==> config.mk <==
export PLATFORM = sky130hd
export DESIGN_NAME = uart_freq_loader
export DESIGN_NICKNAME = d
export VERILOG_FILES = /design/src/rtl/uart_pkg.sv /design/src/rtl/uart_byte_rx.sv /design/src/rtl/uart_freq_loader.sv
export SDC_FILE = /design/constraint.sdc
export NUM_CORES = 1
export LEC_CHECK = 0
export BUFFER_PORTS_ARGS = -buffer_cell sky130_fd_sc_hd__buf_4
export CORE_MARGIN = 5
export CORE_UTILIZATION = 25
export CTS_CLUSTER_SIZE = 8
export DETAILED_ROUTE_END_ITERATION = 8
export HOLD_SLACK_MARGIN = 0.06
export PLACE_DENSITY = 0.41
export SYNTH_ARGS = -nofsm -noshare
export SYNTH_HDL_FRONTEND = slang
export SYNTH_SLANG_ARGS = --single-unit
==> constraint.sdc <==
create_clock -name clk -period 2.98 [get_ports clk]
set_clock_uncertainty 0.15 [all_clocks]
set_input_delay 0.298 -clock clk [delete_from_list [all_inputs] [get_ports clk]]
set_output_delay 0.298 -clock clk [all_outputs]
set_load 0.05 [all_outputs]
==> src/rtl/uart_pkg.sv <==
// Shared state types, header-field positions and error codes for the UART frequency loader.
// Parity support is compiled in with the UART_PARITY_EN macro (see uart_byte_rx).
package uart_pkg;

    typedef enum logic [2:0] {
        B_IDLE,
        B_START,
        B_DATA,
        B_PARITY,
        B_STOP
    } byte_state_t;

    typedef enum logic {
        P_HDR,
        P_DATA
    } pkt_state_t;

    localparam int HDR_FLAG_BIT = 7;
    localparam int HDR_CH_MSB   = 3;

    localparam logic [1:0] ERR_FRAME   = 2'd0;
    localparam logic [1:0] ERR_BADCH   = 2'd1;
    localparam logic [1:0] ERR_TIMEOUT = 2'd2;
    localparam logic [1:0] ERR_PARITY  = 2'd3;

endpackage

==> src/rtl/uart_byte_rx.sv <==
// UART byte receiver: 2-FF rx synchroniser and byte FSM. 8N1 by default; defining
// UART_PARITY_EN adds an even-parity bit between data bit 7 and the stop bit.
//
// state    | meaning
// B_IDLE   | line idle, waiting for a low level
// B_START  | half-bit wait, then confirm the start bit (high = glitch)
// B_DATA   | sample 8 data bits LSB first, one per bit period
// B_PARITY | sample the even-parity bit (parity builds only)
// B_STOP   | sample the stop bit, emit byte or error, back to idle
module uart_byte_rx
    import uart_pkg::*;
#(
    parameter int CLKS_PER_BIT = 521
) (
    input  logic       clk,
    input  logic       rst,
    input  logic       i_rx,
    output logic [7:0] o_byte_data,
    output logic       o_byte_valid,
    output logic       o_byte_err,
    output logic [1:0] o_byte_err_code
);

    localparam int CNT_W = $clog2(CLKS_PER_BIT);
    localparam logic [CNT_W-1:0] CNT_FULL = CNT_W'(CLKS_PER_BIT - 1);
    localparam logic [CNT_W-1:0] CNT_HALF = CNT_W'((CLKS_PER_BIT - 1) / 2);

    byte_state_t      r_state, w_state_nxt;
    logic             r_rx_meta, r_rx_sync;
    logic [CNT_W-1:0] r_cnt, w_cnt_nxt;
    logic [2:0]       r_bit, w_bit_nxt;
    logic [7:0]       r_shift, w_shift_nxt;
    logic             r_par_bad, w_par_bad_nxt;
    logic             r_valid, w_valid_nxt;
    logic             r_err, w_err_nxt;
    logic [1:0]       r_err_code, w_err_code_nxt;
    logic             w_tick;

    assign w_tick = (r_cnt == '0);

    always_comb begin
        w_state_nxt    = r_state;
        w_cnt_nxt      = w_tick ? r_cnt : r_cnt - CNT_W'(1);
        w_bit_nxt      = r_bit;
        w_shift_nxt    = r_shift;
        w_par_bad_nxt  = r_par_bad;
        w_valid_nxt    = 1'b0;
        w_err_nxt      = 1'b0;
        w_err_code_nxt = ERR_FRAME;
        case (r_state)
            B_IDLE: begin
                w_cnt_nxt     = CNT_HALF;
                w_par_bad_nxt = 1'b0;
                if (!r_rx_sync) w_state_nxt = B_START;
            end
            B_START: if (w_tick) begin
                w_cnt_nxt   = CNT_FULL;
                w_bit_nxt   = '0;
                w_state_nxt = r_rx_sync ? B_IDLE : B_DATA;
            end
            B_DATA: if (w_tick) begin
                w_cnt_nxt   = CNT_FULL;
                w_shift_nxt = {r_rx_sync, r_shift[7:1]};
                w_bit_nxt   = r_bit + 3'd1;
`ifdef UART_PARITY_EN
                if (r_bit == 3'd7) w_state_nxt = B_PARITY;
`else
                if (r_bit == 3'd7) w_state_nxt = B_STOP;
`endif
            end
`ifdef UART_PARITY_EN
            B_PARITY: if (w_tick) begin
                w_cnt_nxt     = CNT_FULL;
                w_par_bad_nxt = r_rx_sync ^ (^r_shift);
                w_state_nxt   = B_STOP;
            end
`endif
            // Leave at the stop-bit sample so back-to-back bytes are not missed.
            B_STOP: if (w_tick) begin
                w_state_nxt = B_IDLE;
                if (!r_rx_sync) begin
                    w_err_nxt = 1'b1;
                end else if (r_par_bad) begin
                    w_err_nxt      = 1'b1;
                    w_err_code_nxt = ERR_PARITY;
                end else begin
                    w_valid_nxt = 1'b1;
                end
            end
            default: w_state_nxt = B_IDLE;
        endcase
    end

    always_ff @(posedge clk or posedge rst) begin
        if (rst) begin
            r_rx_meta  <= 1'b1;
            r_rx_sync  <= 1'b1;
            r_state    <= B_IDLE;
            r_cnt      <= '0;
            r_bit      <= '0;
            r_shift    <= '0;
            r_par_bad  <= 1'b0;
            r_valid    <= 1'b0;
            r_err      <= 1'b0;
            r_err_code <= ERR_FRAME;
        end else begin
            r_rx_meta  <= i_rx;
            r_rx_sync  <= r_rx_meta;
            r_state    <= w_state_nxt;
            r_cnt      <= w_cnt_nxt;
            r_bit      <= w_bit_nxt;
            r_shift    <= w_shift_nxt;
            r_par_bad  <= w_par_bad_nxt;
            r_valid    <= w_valid_nxt;
            r_err      <= w_err_nxt;
            r_err_code <= w_err_code_nxt;
        end
    end

    assign o_byte_data     = r_shift;
    assign o_byte_valid    = r_valid;
    assign o_byte_err      = r_err;
    assign o_byte_err_code = r_err_code;

endmodule

==> src/rtl/uart_freq_loader.sv <==
// Loads per-channel frequency words from header+data UART packets; parity checking
// is enabled by the UART_PARITY_EN macro inside uart_byte_rx.
//
// state  | meaning
// P_HDR  | waiting for a header byte (bit7 set) naming a valid channel
// P_DATA | collecting WORD_W/8 little-endian data bytes under an idle timeout
module uart_freq_loader
    import uart_pkg::*;
#(
    parameter  int CLKS_PER_BIT = 521,
    parameter  int NUM_CH       = 2,
    parameter  int WORD_W       = 16,
    parameter  int TIMEOUT_CLKS = 20 * CLKS_PER_BIT,
    localparam int CH_W         = (NUM_CH > 1) ? $clog2(NUM_CH) : 1
) (
    input  logic                     clk,
    input  logic                     rst,
    input  logic                     i_rx,
    output logic [NUM_CH*WORD_W-1:0] o_freq,
    output logic                     o_done,
    output logic [CH_W-1:0]          o_done_ch,
    output logic                     o_err,
    output logic [1:0]               o_err_code,
    output logic                     o_busy
);

    localparam int NB    = WORD_W / 8;
    localparam int IDX_W = (NB > 1) ? $clog2(NB) : 1;
    localparam int GAP_W = $clog2(TIMEOUT_CLKS + 1);
    localparam logic [GAP_W-1:0] GAP_LOAD = GAP_W'(TIMEOUT_CLKS - 1);

    logic [7:0]                    w_byte_data;
    logic                          w_byte_valid, w_byte_err;
    logic [1:0]                    w_byte_err_code;
    pkt_state_t                    r_state, w_state_nxt;
    logic [CH_W-1:0]               r_ch;
    logic [IDX_W-1:0]              r_idx;
    logic [GAP_W-1:0]              r_gap;
    logic [WORD_W-1:0]             r_asm, w_word;
    logic [NUM_CH-1:0][WORD_W-1:0] r_freq;
    logic                          r_done, w_done_nxt;
    logic [CH_W-1:0]               r_done_ch;
    logic                          r_err, w_err_nxt;
    logic [1:0]                    r_err_code, w_err_code_nxt;
    logic                          w_hdr, w_ch_ok, w_last;

    uart_byte_rx #(.CLKS_PER_BIT(CLKS_PER_BIT)) u_byte_rx (
        .clk             (clk),
        .rst             (rst),
        .i_rx            (i_rx),
        .o_byte_data     (w_byte_data),
        .o_byte_valid    (w_byte_valid),
        .o_byte_err      (w_byte_err),
        .o_byte_err_code (w_byte_err_code)
    );

    assign w_hdr   = w_byte_data[HDR_FLAG_BIT];
    assign w_ch_ok = 32'(w_byte_data[HDR_CH_MSB:0]) < NUM_CH;
    assign w_last  = (r_idx == IDX_W'(NB - 1));

    always_comb begin
        w_word                = r_asm;
        w_word[WORD_W-8 +: 8] = w_byte_data;
    end

    always_comb begin
        w_state_nxt    = r_state;
        w_done_nxt     = 1'b0;
        w_err_nxt      = 1'b0;
        w_err_code_nxt = ERR_FRAME;
        case (r_state)
            P_HDR: begin
                if (w_byte_valid && w_hdr) begin
                    if (w_ch_ok) begin
                        w_state_nxt = P_DATA;
                    end else begin
                        w_err_nxt      = 1'b1;
                        w_err_code_nxt = ERR_BADCH;
                    end
                end else if (w_byte_err) begin
                    w_err_nxt      = 1'b1;
                    w_err_code_nxt = w_byte_err_code;
                end
            end
            P_DATA: begin
                // A byte arriving on the timeout cycle takes precedence.
                if (w_byte_valid) begin
                    if (w_last) begin
                        w_state_nxt = P_HDR;
                        w_done_nxt  = 1'b1;
                    end
                end else if (w_byte_err) begin
                    w_state_nxt    = P_HDR;
                    w_err_nxt      = 1'b1;
                    w_err_code_nxt = w_byte_err_code;
                end else if (r_gap == '0) begin
                    w_state_nxt    = P_HDR;
                    w_err_nxt      = 1'b1;
                    w_err_code_nxt = ERR_TIMEOUT;
                end
            end
            default: w_state_nxt = P_HDR;
        endcase
    end

    always_ff @(posedge clk or posedge rst) begin
        if (rst) begin
            r_state    <= P_HDR;
            r_ch       <= '0;
            r_idx      <= '0;
            r_gap      <= '0;
            r_asm      <= '0;
            r_freq     <= '0;
            r_done     <= 1'b0;
            r_done_ch  <= '0;
            r_err      <= 1'b0;
            r_err_code <= ERR_FRAME;
        end else begin
            r_state    <= w_state_nxt;
            r_done     <= w_done_nxt;
            r_done_ch  <= w_done_nxt ? r_ch : '0;
            r_err      <= w_err_nxt;
            r_err_code <= w_err_code_nxt;
            if (r_state == P_HDR) begin
                r_idx <= '0;
                r_gap <= GAP_LOAD;
                if (w_state_nxt == P_DATA) r_ch <= w_byte_data[CH_W-1:0];
            end else if (w_byte_valid) begin
                for (int b = 0; b < NB; b++)
                    if (r_idx == IDX_W'(b)) r_asm[b*8 +: 8] <= w_byte_data;
                r_idx <= r_idx + IDX_W'(1);
                r_gap <= GAP_LOAD;
                if (w_last) r_freq[r_ch] <= w_word;
            end else if (r_gap != '0) begin
                r_gap <= r_gap - GAP_W'(1);
            end
        end
    end

    assign o_freq     = r_freq;
    assign o_done     = r_done;
    assign o_done_ch  = r_done_ch;
    assign o_err      = r_err;
    assign o_err_code = r_err_code;
    assign o_busy     = (r_state == P_DATA);

endmodule

==> results.toml <==
[status]
status = "finished clean"

[run]
max_cap_violations = 0

[logic_synthesis]
synth_edf_count = 0
synth_cell_type_count = 52
ys_seq_area_share_pct = 57.3
syn-num-nets = 334
async_flop_share_pct = 100
syn_area_per_cell_um2 = 12.1
synth_ff_type = "dfrtp_1"
yosys_warnings = 0
syn-instance-count = 324
synth_seq_cells = 90
netlist_area_um2 = 3930

[timing]
hold_viol = 0
fin_crit_sh_pct = 83.3
holdWs_ns = 0.210
fin_tns_setup_ns = 0
slew_headroom_pct = 46.4
tightestPinTransition_ns = 0.804
fmax_mhz = 403
finalCriticalPeriod_ns = 2.48
slew_violations = 0
rsz0062_at_grt = "no"
final-setup-viol-count = 0

[clock_tree]
clk_latency_ns = 0.34
path_clk_slew_ns = 0.07
htreeDepth = 3
cts_made_buffers = 9
cts.sinks = 90
cts_root_buffer = "clkbuf_16"
post_cts_buffers = 0
clock_path_buffers = 2
cts_tree = "yes"
cts-resized-gates = 0
hold_buffers = 2

[worst_setup_path]
slowest_stage = "or4b_2"
cp-end-kind = "register"
cp_cell_sequence = "inv_1, ha_1, or4b_2, or4_1, a31oi_1, o21ai_0"
crit_required_ns = 3.01
cpPeakStageDelay_ns = 0.62
worstPathMaxFanout = 6
worstSetupStartpointType = "register"
critPathKind = "reg2reg"
worst-endpoint-arrival_ns = 2.51

[final_layout]
final_cell_mix = "dfrtp_1, mux2_2, buf_4"
layout_commonest_cell = "dfrtp_1"
design_area_um2 = 4800
drive_gt1_share_pct = 34.4
fillCellCount = 1592
area_delta_synth_final_pct = 21.9
diodes = 0
nNetsFinal = 381

[floorplan]
rows = 45
initial_core_util_pct = 25.7
num_io_pins = 41
die_y_um = 135
core_um2 = 15300
die_area_um2 = 18300
die_w_um = 135

[routing]
drtPass1Iterations = 4
num_vias = 2651
antenna_left = 0
totalWireLength_um = 8570
via_per_inst = 4.52
initialDrtViolationCount = 118
drc = 0
wl_per_cell_um = 14.6

[place]
portBuffers = 40
place_area_um2 = 4510
dpl.hpwl_um = 5880
finalWeightedCongestion = 0.733

[global_route]
antenna_found_initial = 0
grt_pass1_wl_um = 14300
use_met3_pct = 2.08
use_met1_pct = 13.4
overflow = 0
grtUsageMet2_pct = 15.4
first_global_vias = 2625
grt_max_degree = 44
gr-max-usage-layer = "met2"
grt_use_total_pct = 9.90

[power]
ir_drop_mv = 0.236
power_density_nw_per_um2 = 481
leakagePower_uw = 0.00226

[worst_hold_path]
hold_path.class = "reg2reg"
path summary, 6_finish.rpt:
| check | startpoint | end | cells after the start | slack [ns] |
|---|---|---|---|---|
| min in group asynchronous | rst | r_ch$_DFFE_PP0P_ | 3 | 0.50 |
| max reg2reg | r_gap[0]$_DFFE_PP0P_ | r_gap[7]$_DFFE_PP0P_ | 6 | 0.50 |
| max in group asynchronous | rst | u_byte_rx.r_cnt[5]$_DFF_PP0_ | 4 | 1.52 |
| max | r_gap[0]$_DFFE_PP0P_ | r_gap[7]$_DFFE_PP0P_ | 6 | 0.50 |
| min reg2reg | u_byte_rx.r_rx_meta$_DFF_PP1_ | u_byte_rx.r_rx_sync$_DFF_PP1_ | 0 | 0.21 |
| min | u_byte_rx.r_rx_meta$_DFF_PP1_ | u_byte_rx.r_rx_sync$_DFF_PP1_ | 0 | 0.21 |
power by group:
part	total, uW	switching [uW]	internal [uW]
logic	34.8	26.3	8.47
registers	1230	1.22	1220
clock network	1050	484	562
area by class of cell:
| cell class | instances | area [um2] | area share [%] |
|---|---|---|---|
| clock buffers | 9 | 225 | 4.69 |
| clock inverters | 6 | 42.5 | 0.887 |
| inverters | 10 | 38.8 | 0.809 |
| multi-input cells | 210 | 1580 | 32.9 |
| flip-flops and latches | 90 | 2250 | 47.0 |
| well taps | 211 | 264 | 5.50 |
| repair buffers | 50 | 393 | 8.19 |
synthesized netlist by cell type, drive strengths merged (2+ instances only):
| library cell | instances | share of area (%) |
|---|---|---|
| nand2b | 4 | 0.64 |
| nor3 | 12 | 1.5 |
| dfrtp | 88 | 56 |
| nand2 | 16 | 1.5 |
| and2 | 4 | 0.64 |
| nor2 | 15 | 1.4 |
| o32ai | 2 | 0.45 |
| nor4 | 4 | 0.80 |
| clkbuf | 11 | 1.1 |
| nor2b | 3 | 0.48 |
| o21ai | 13 | 1.7 |
| and4 | 2 | 0.45 |
| inv | 10 | 0.95 |
| o21a | 2 | 0.38 |
| or3b | 5 | 1.1 |
| dfstp | 2 | 1.3 |
| or4b | 2 | 0.51 |
| mux2 | 49 | 14 |
| or4 | 8 | 1.7 |
| a21oi | 12 | 1.5 |
| or3 | 9 | 1.4 |
| a31oi | 2 | 0.32 |
| nand3b | 5 | 0.95 |
| buf | 3 | 0.51 |
| and3 | 3 | 0.48 |
| o31ai | 5 | 0.95 |
| ha | 7 | 2.2 |
| nand3 | 6 | 0.76 |
| or2 | 2 | 0.32 |
| xnor2 | 3 | 0.67 |
per-stage QoR:
stage / setup WS [ns] / utilization (%) / total power [uW] / std cells
6_report: 0.496 / 31.3 / 2310 / 586
5_1_grt: 0.402 / 31.3 / 2400 / 586
4_1_cts: 0.504 / 31.3 / 2360 / 586
3_5_place_dp: 0.503 / 29.4 / 1280 / 569
3_3_place_gp: 0.560 / 29.4 / 1280 / 569
2_1_floorplan: 0.200 / - / 1270 / 324
critical path: cells and delay by family, from the launching register on:
family | cells | cell delay [ns]
buffers and inverters | 1 | 0.13
flip-flops | 1 | 0.40
adder cells (fa/ha/maj) | 1 | 0.19
AND/OR/NAND/NOR | 2 | 1.16
AO/OA/AOI/OAI | 2 | 0.30
routing by layer:
layer / vias to the layer above / part of all wire [%]
li1: 1267 / -
met1: 1344 / 49
met2: 28 / 46
met3: 12 / 2.9
met4: 0 / 1.8
met5: - / 0
kinds of logic after synthesis:
kind of cell / Yosys count / share of synthesized area, %
simple gates: 103 / 15.2
flops: 90 / 57.3
mux: 50 / 14.3
compound gates: 46 / 7.51
buf+inv: 24 / 2.54
fa+ha+maj: 7 / 2.23
xor+xnor: 4 / 0.891
flip-flops by register name (all words and copies together) (netlist names):
signal and flops:
r_ch 1, o_err_code 2, u_byte_rx.o_byte_err 1, o_err 1, r_asm 8, u_byte_rx.r_rx_sync 1
u_byte_rx.o_byte_valid 1, r_idx 1, o_done 1, o_freq 32, o_done_ch 1, u_byte_rx.r_bit 3
u_byte_rx.r_state 3, o_busy 1, u_byte_rx.r_rx_meta 1, u_byte_rx.r_cnt 10, u_byte_rx.o_byte_data 8, r_gap 14
Note: power is estimated with default switching activity, not from simulation.
